[src/rtl/neopixel_pkg.sv]
// Shared types and default 125 MHz timing for the WS2812 pixel driver.
package neopixel_pkg;

    typedef enum logic [1:0] {
        IDLE  = 2'd0,
        LOAD  = 2'd1,
        SEND  = 2'd2,
        LATCH = 2'd3
    } state_t;

    localparam int PIXEL_W = 24;

    localparam int DEF_PIXELS = 12;
    localparam int DEF_T0H    = 50;
    localparam int DEF_T1H    = 100;
    localparam int DEF_TBIT   = 156;
    localparam int DEF_TRESET = 6250;

    // GRB field offsets inside a 24-bit pixel word
    localparam int G_OFS = 16;
    localparam int R_OFS = 8;
    localparam int B_OFS = 0;

endpackage

[src/rtl/neopixel_bit_timer.sv]
// One WS2812 bit slot: C_TBIT cycles, high for C_T1H (bit=1) or C_T0H (bit=0) cycles.
module neopixel_bit_timer
    import neopixel_pkg::*;
#(
    parameter int C_T0H  = DEF_T0H,
    parameter int C_T1H  = DEF_T1H,
    parameter int C_TBIT = DEF_TBIT
) (
    input  logic clock,
    input  logic reset,
    input  logic start,
    input  logic enable,
    input  logic bit_val,
    output logic high,
    output logic last_cycle
);

    localparam int CNT_W = $clog2(C_TBIT);
    localparam logic [CNT_W-1:0] CNT_MAX = CNT_W'(C_TBIT - 1);
    localparam logic [CNT_W-1:0] TH_ONE  = CNT_W'(C_TBIT - C_T1H);
    localparam logic [CNT_W-1:0] TH_ZERO = CNT_W'(C_TBIT - C_T0H);

    logic [CNT_W-1:0] cnt;

    // Free-running slot counter: reloads itself at terminal count so bits abut
    always_ff @(posedge clock) begin
        if (reset || start) begin
            cnt <= CNT_MAX;
        end else if (enable) begin
            cnt <= (cnt == '0) ? CNT_MAX : cnt - 1'b1;
        end
    end

    assign last_cycle = enable && (cnt == '0);
    assign high       = enable && (cnt >= (bit_val ? TH_ONE : TH_ZERO));

endmodule

[src/rtl/neopixel_driver.sv]
// WS2812 pixel driver: frame buffer with register-style access and serial output.
// Build option NEOPIXEL_CONTINUOUS_EN: refresh frames back-to-back regardless of writes.
module neopixel_driver
    import neopixel_pkg::*;
#(
    parameter int C_PIXELS = DEF_PIXELS,
    parameter int C_T0H    = DEF_T0H,
    parameter int C_T1H    = DEF_T1H,
    parameter int C_TBIT   = DEF_TBIT,
    parameter int C_TRESET = DEF_TRESET
) (
    input  logic        clock,
    input  logic        reset,
    input  logic        write_en,
    input  logic [31:0] address,
    input  logic [31:0] write_data,
    output logic [31:0] read_data,
    output logic        ready,
    output logic        dout
);

    // state | meaning
    // IDLE  | buffer accessible, ready high, waiting for dirty
    // LOAD  | snapshot pixel 0 into the shift register
    // SEND  | serialise all pixels MSB first
    // LATCH | hold dout low for the latch gap

    localparam int IDX_W = (C_PIXELS > 1) ? $clog2(C_PIXELS) : 1;
    localparam int BIT_W = $clog2(PIXEL_W);
    localparam int LAT_W = $clog2(C_TRESET);
    localparam logic [IDX_W-1:0] LAST_IDX = IDX_W'(C_PIXELS - 1);
    localparam logic [BIT_W-1:0] LAST_BIT = BIT_W'(PIXEL_W - 1);
    localparam logic [LAT_W-1:0] LAT_MAX  = LAT_W'(C_TRESET - 1);

    state_t state, next_state;

    logic [PIXEL_W-1:0] pixel_mem [C_PIXELS];
    logic [PIXEL_W-1:0] shift_reg;
    logic [IDX_W-1:0]   pix_idx;
    logic [BIT_W-1:0]   bit_cnt;
    logic [LAT_W-1:0]   latch_cnt;
    logic               dirty;
    logic               addr_ok, write_ok, frame_done;
    logic               bt_high, bt_last;
    logic [IDX_W-1:0]   addr_idx;
    logic               unused_hi;

    assign addr_ok    = (address < 32'(C_PIXELS));
    assign addr_idx   = address[IDX_W-1:0];
    assign write_ok   = write_en && ready && addr_ok;
    assign frame_done = bt_last && (bit_cnt == '0) && (pix_idx == LAST_IDX);
    assign unused_hi  = ^write_data[31:PIXEL_W];

    neopixel_bit_timer #(
        .C_T0H (C_T0H),
        .C_T1H (C_T1H),
        .C_TBIT(C_TBIT)
    ) u_bit_timer (
        .clock     (clock),
        .reset     (reset),
        .start     (state == LOAD),
        .enable    (state == SEND),
        .bit_val   (shift_reg[PIXEL_W-1]),
        .high      (bt_high),
        .last_cycle(bt_last)
    );

    always_ff @(posedge clock) begin
        if (reset) state <= IDLE;
        else       state <= next_state;
    end

    always_comb begin
        next_state = state;
        case (state)
`ifdef NEOPIXEL_CONTINUOUS_EN
            IDLE:  next_state = LOAD;
`else
            IDLE:  if (dirty) next_state = LOAD;
`endif
            LOAD:  next_state = SEND;
            SEND:  if (frame_done) next_state = LATCH;
            LATCH: if (latch_cnt == '0) next_state = IDLE;
            default: next_state = IDLE;
        endcase
    end

    always_ff @(posedge clock) begin
        if (reset) begin
            for (int i = 0; i < C_PIXELS; i++) pixel_mem[i] <= '0;
            shift_reg <= '0;
            pix_idx   <= '0;
            bit_cnt   <= '0;
            latch_cnt <= '0;
            dirty     <= 1'b0;
            ready     <= 1'b0;
            dout      <= 1'b0;
            read_data <= '0;
        end else begin
            // ready mirrors the state register, so it is high exactly while in IDLE
            ready     <= (next_state == IDLE);
            dout      <= bt_high;
            read_data <= addr_ok ? {8'h00, pixel_mem[addr_idx]} : '0;
            if (write_ok) begin
                pixel_mem[addr_idx] <= write_data[PIXEL_W-1:0];
                dirty               <= 1'b1;
            end
            case (state)
                LOAD: begin
                    dirty     <= 1'b0;
                    pix_idx   <= '0;
                    shift_reg <= pixel_mem[0];
                    bit_cnt   <= LAST_BIT;
                end
                SEND: begin
                    if (bt_last) begin
                        if (bit_cnt != '0) begin
                            shift_reg <= {shift_reg[PIXEL_W-2:0], 1'b0};
                            bit_cnt   <= bit_cnt - 1'b1;
                        end else if (pix_idx != LAST_IDX) begin
                            pix_idx   <= pix_idx + 1'b1;
                            shift_reg <= pixel_mem[pix_idx + 1'b1];
                            bit_cnt   <= LAST_BIT;
                        end else begin
                            latch_cnt <= LAT_MAX;
                        end
                    end
                end
                LATCH: begin
                    if (latch_cnt != '0) latch_cnt <= latch_cnt - 1'b1;
                end
                default: ;
            endcase
        end
    end

endmodule

[config.mk]
export PLATFORM = sky130hd
export DESIGN_NAME = neopixel_driver
export DESIGN_NICKNAME = d
export VERILOG_FILES = /design/src/rtl/neopixel_pkg.sv /design/src/rtl/neopixel_bit_timer.sv /design/src/rtl/neopixel_driver.sv
export SDC_FILE = /design/constraint.sdc
export NUM_CORES = 1
export LEC_CHECK = 0
export CORE_UTILIZATION = 55
export DETAILED_ROUTE_END_ITERATION = 6
export PLACE_DENSITY = 0.76
export SLEW_MARGIN = 20
export SYNTH_ARGS = -nofsm -noshare
export SYNTH_HDL_FRONTEND = slang
export SYNTH_SLANG_ARGS = --single-unit
[constraint.sdc]
create_clock -name clock -period 5.59 [get_ports clock]
set_input_delay 0.8385 -clock clock [delete_from_list [all_inputs] [get_ports clock]]
set_output_delay 0.8385 -clock clock [all_outputs]
set_load 0.01 [all_outputs]
Word level (Yosys, flattened, before mapping):

Memories as Yosys holds them, arrays and structs flattened. A register that Yosys moved wholly into a read port is not among the register bits.
Index checks and enable logic that the tools add are counted.

* register bits: 67
* RAM bits: 288
* input port bits: 67
* output and inout bits: 34
* memories: 1

Memory list
* pixel_mem: words 12, bits a word 24, read ports 3, clocked after memory_dff 1, write ports 12, RTL line neopixel_driver.sv:37 `logic [PIXEL_W-1:0] pixel_mem [C_PIXELS];`

* $add $sub $neg: 4
* $lt $le $gt $ge: 2
* equality and inequality tests: 11
* multiplexer cells: 31
* bitwise logic cells: 1
* reductions and logical operators: 22

Operators with widths (number)
* $mux W24: 4
* $mux W13: 4
* $pmux W24 S2: 1
* $lt A32 B4 Y1 const B: 1
* $pmux W13 S2: 1
* $reduce_or A24 Y1: 1
* $mux W4: 4
* $mux W5: 3
* $logic_not A13 Y1: 1
* $reduce_bool A13 Y1: 1
* $sub A13 B1 Y13 const B: 1
* $ne A2 B2 Y1 const B: 5
* $pmux W5 S2: 1
* $ge A8 B8 Y1: 1
* $logic_not A8 Y1: 1
* $mux W8: 1
* $pmux W2 S4: 1
* $pmux W4 S2: 1
* $sub A8 B1 Y8 const B: 1
* $mux W7: 1
* $logic_and A1 B1 Y1: 6
* $mux W1: 6
* $mux W2: 3
* $logic_not A5 Y1: 1
* 16 further kinds: 20

Longest topological paths before layout:

* depth after elaboration: 7
* mapped depth: 9
* mapped depth without buffers: 7

By module:

Synthesis repeated with hierarchy kept, for this count alone.

* cell total of the unflattened synthesis: 1573
* area total of the unflattened synthesis: 22910.7 µm²

By module, submodules not included
* neopixel_driver: instances 1, cells each 1518, area each 22432.8 µm², sequential area each 13032.5 µm²
* neopixel_bit_timer: instances 1, cells each 55, area each 478.0 µm², sequential area each 160.2 µm²

Worst setup path before layout:

Ideal clock, no wire load.

* kind: input port to flip-flop
* start: input address[3]
* end: memory pixel_mem[3][0], enable pin
* setup time: 438 ps
* arrival time: 3826 ps
* required time: 5152 ps
* slack: 1326 ps
* stages: 6
* path through: clkbuf_1 or3_1 nor3_1 nand3_1 clkbuf_1 o21ai_0

RTL lines
* start, declared: RTL line neopixel_driver.sv:15 `input logic [31:0] address,`
* end, declared: RTL line neopixel_driver.sv:37

==> out/qor.yml <==
die_area_um2: 42900
critPathRequiredTime_ps: 5850
clkTransAtPathRegs_ps: 60
avgSynthCellArea_um2: 13.3
post_cts_buffers: 0
clockRootBuffer: "clkbuf_16"
vias: 16000
critical_path_arrival_ps: 4010
first_pass_iters: 7
p_int_mw: 6.07
synth_area_um2: 23100
max_cap_viol_count: 0
setup_viol: 0
violations: "design-rule violations"
synth_cells: 1742
maxSlewHeadroom_pct: 23.4
clockPowerShare_pct: 42.4
maxSlewViolCount: 0
cp-end-kind: "register"
largest_reg_flops: 384
die_w_um: 207
tightest_slew_ps: 1150
ys_async_sr_fraction_pct: 0
final_nets: 1953
startpoint_type: "primary input"
finalSetupTns_ps: 0
vdd_drop_max_mv: 0.265
ys_ff_latch: 467
synth_edf_count: 384
clock_path_buffers: 3
clock_latency_ps: 590
max_stage_delay_ps: 910
grt_pass1_vias: 16500
hold_viol_final: 0
place_ws_ps: 1370
synth_top_area_share_pct: 49.9
power_frac_seq_pct: 50.9
grt_use_total_pct: 29.4
grt_max_degree: 153
finalWirelength_um: 62500
status: "finished, violations left"
layout_setup_ws_ps: 1830
synth_compound_area_share_pct: 5.76
start_util_pct: 56.3
yosys.area.top_type: "edfxtp_1"
period_minus_slack_ps: 3760
antenna_found_initial: 1
gr-total-overflow: 0
grt_pass1_wl_um: 95100
crit_chain: "clkdlybuf4s50_1 > nor4_1 > nand4_1 > nor3_1 > nand3b_1 > buf_4 > o21ai_2 > buf_4"
cts-buffers-inserted: 50
cts_hold_buf: 0
wl_per_cell_um: 25.5
max_freq_mhz: 266
yosys.area_share.adder_pct: 0.487
min_period_over_period_pct: 67.2
rsz0062_at_grt: "false"
synthMuxAreaShare_pct: 21.0
ctsResizeCount: 0
cp_slowest_cell: "nor3_1"
final_common_cell: "edfxtp_1"
hp-class: "register to register"
rows: 74
synthTopCellsByArea: "edfxtp_1 50%, mux4_2 12%, mux2_2 9.3%"
dp_hpwl_um: 35800
path_class: "primary input to register"
mostFrequentLayoutCells: "384 x edfxtp_1, 214 x nor2_1, 192 x mux2_2"
path_delay_family: "simple AND/OR/NAND/NOR gates"
cp_max_fo: 49
ant_nets: 0
synthSimpleGateAreaFrac_pct: 12.3
synth_top_family_by_area: "multiplexers"
critPathBufInv: 3
ys_warn_count: 0
gp_congestion: 0.810
portBuffers: 84
cts.htree.levels: 2
power.switching_mw: 1.70
combPwrFrac_pct: 6.7
finalClockSkew_ps: 17.8
drc: 7
synth_cell_types: 51
cpMostUsedCell: "buf_4"
ioPinCount: 101
synthFlopType: "edfxtp_1"
p_leak_nw: 9.41
p_sw_share_pct: 21.9
core_um2: 41100
area_growth_pct: 14.4
drt_iter0_markers: 1712
synth-xor-area-share_pct: 0.568
yosysSeqAreaShare_pct: 57.0
viasPerCell: 6.54
drive_gt1_share_pct: 23.9
cts_tree: "built"
cts_sinks: 467
n_fill_cell: 3081
die_h_um: 207
power-per-cell-area_nw_per_um2: 294
==> worst register-to-register path, stage by stage (launching register included) <==
cell and delay, ps:
dfxtp_1 460, nor2b_4 790, and4_1 470, a21o_1 920
a21oi_1 130, a311oi_1 290
==> metrics by stage <==
step                      area, um^2  instances  util (%)  total power, mW  hold WS [ps]
final                          26500       2451      64.4             7.78           495
after global routing           26500       2451      64.4             7.97           542
after CTS                      26500       2450      64.4             7.80           495
after detailed placement       24800       2357      60.4             4.54           479
after global placement         24800       2357      60.4             4.52           472
after floorplan                23500       1845         -             4.34           457
==> routing by layer <==
layer | vias to the layer above | global-route usage (%) | share of wire (%)
met1 | 7949 | 37.4 | 37
met5 | - | 0 | 0
met4 | 0 | 13.6 | 4.3
li1 | 6880 | - | -
met3 | 196 | 5.55 | 10
met2 | 1014 | 49.1 | 49
==> area by class of cell <==
| class | instances | area [um^2] | area share (%) |
|---|---|---|---|
| Sequential cell | 467 | 13200 | 49.8 |
| Antenna cell | 1 | 2.50 | 0.00945 |
| Timing Repair Buffer | 127 | 1190 | 4.50 |
| Clock buffer | 67 | 1400 | 5.27 |
| Tap cell | 532 | 666 | 2.51 |
| Multi-Input combinational cell | 1220 | 9750 | 36.8 |
| Inverter | 11 | 41.3 | 0.156 |
| Clock inverter | 26 | 230 | 0.870 |
==> cell usage after synthesis, types with 9 or more instances <==
master    count
edfxtp_1    384
nor2_1      216
mux2_2      192
mux4_2      120
clkbuf_1    106
o22ai_1      96
dfxtp_1      83
nand2_1      76
and2_1       74
and3_1       73
or3_1        53
o21ai_0      37
a211oi_1     27
a31oi_1      27
buf_2        17
nor3_1       17
buf_1        14
nor4_1       14
a21oi_1      11
inv_1        10
ha_1          9
xor2_1        9
==> cell families (layout without fill, tap and decap cells) <==
kind of cell,Yosys count,in the layout
xor gates and xnor gates,15,15
buffers and inverters,158,231
muxes,312,312
DFF,467,467
and+or+nand+nor,568,568
AOI/OAI and AO/OA,212,212
other,1,105
adders and majority gates,9,9
==> power groups by stage <==
| stage | registers [mW] | logic, mW | clock network (mW) |
|---|---|---|---|
| final | 3.96 | 0.523 | 3.29 |
| after floorplan | 4.01 | 0.332 | 0 |
| after global placement | 4.02 | 0.508 | 0 |
| after detailed placement | 4.03 | 0.515 | 0 |
| after CTS | 3.96 | 0.519 | 3.32 |
| after global routing | 3.97 | 0.553 | 3.45 |
==> path summary, 6_finish.rpt <==
check / to / startpoint / cells after the start / slack (ps)
setup / recovery: pixel_mem[5][10]$_SDFFCE_PN0P_ / address[31] / 8 / 1830
hold / removal: latch_cnt[12]$_SDFFE_PP0P_ / latch_cnt[12]$_SDFFE_PP0P_ / 2 / 490
setup reg to reg: bit_cnt[4]$_SDFFE_PP0P_ / state[1]$_SDFF_PP0_ / 5 / 2430
hold reg to reg: latch_cnt[12]$_SDFFE_PP0P_ / latch_cnt[12]$_SDFFE_PP0P_ / 2 / 490
No activity file was read; power rests on OpenSTA's default activity.
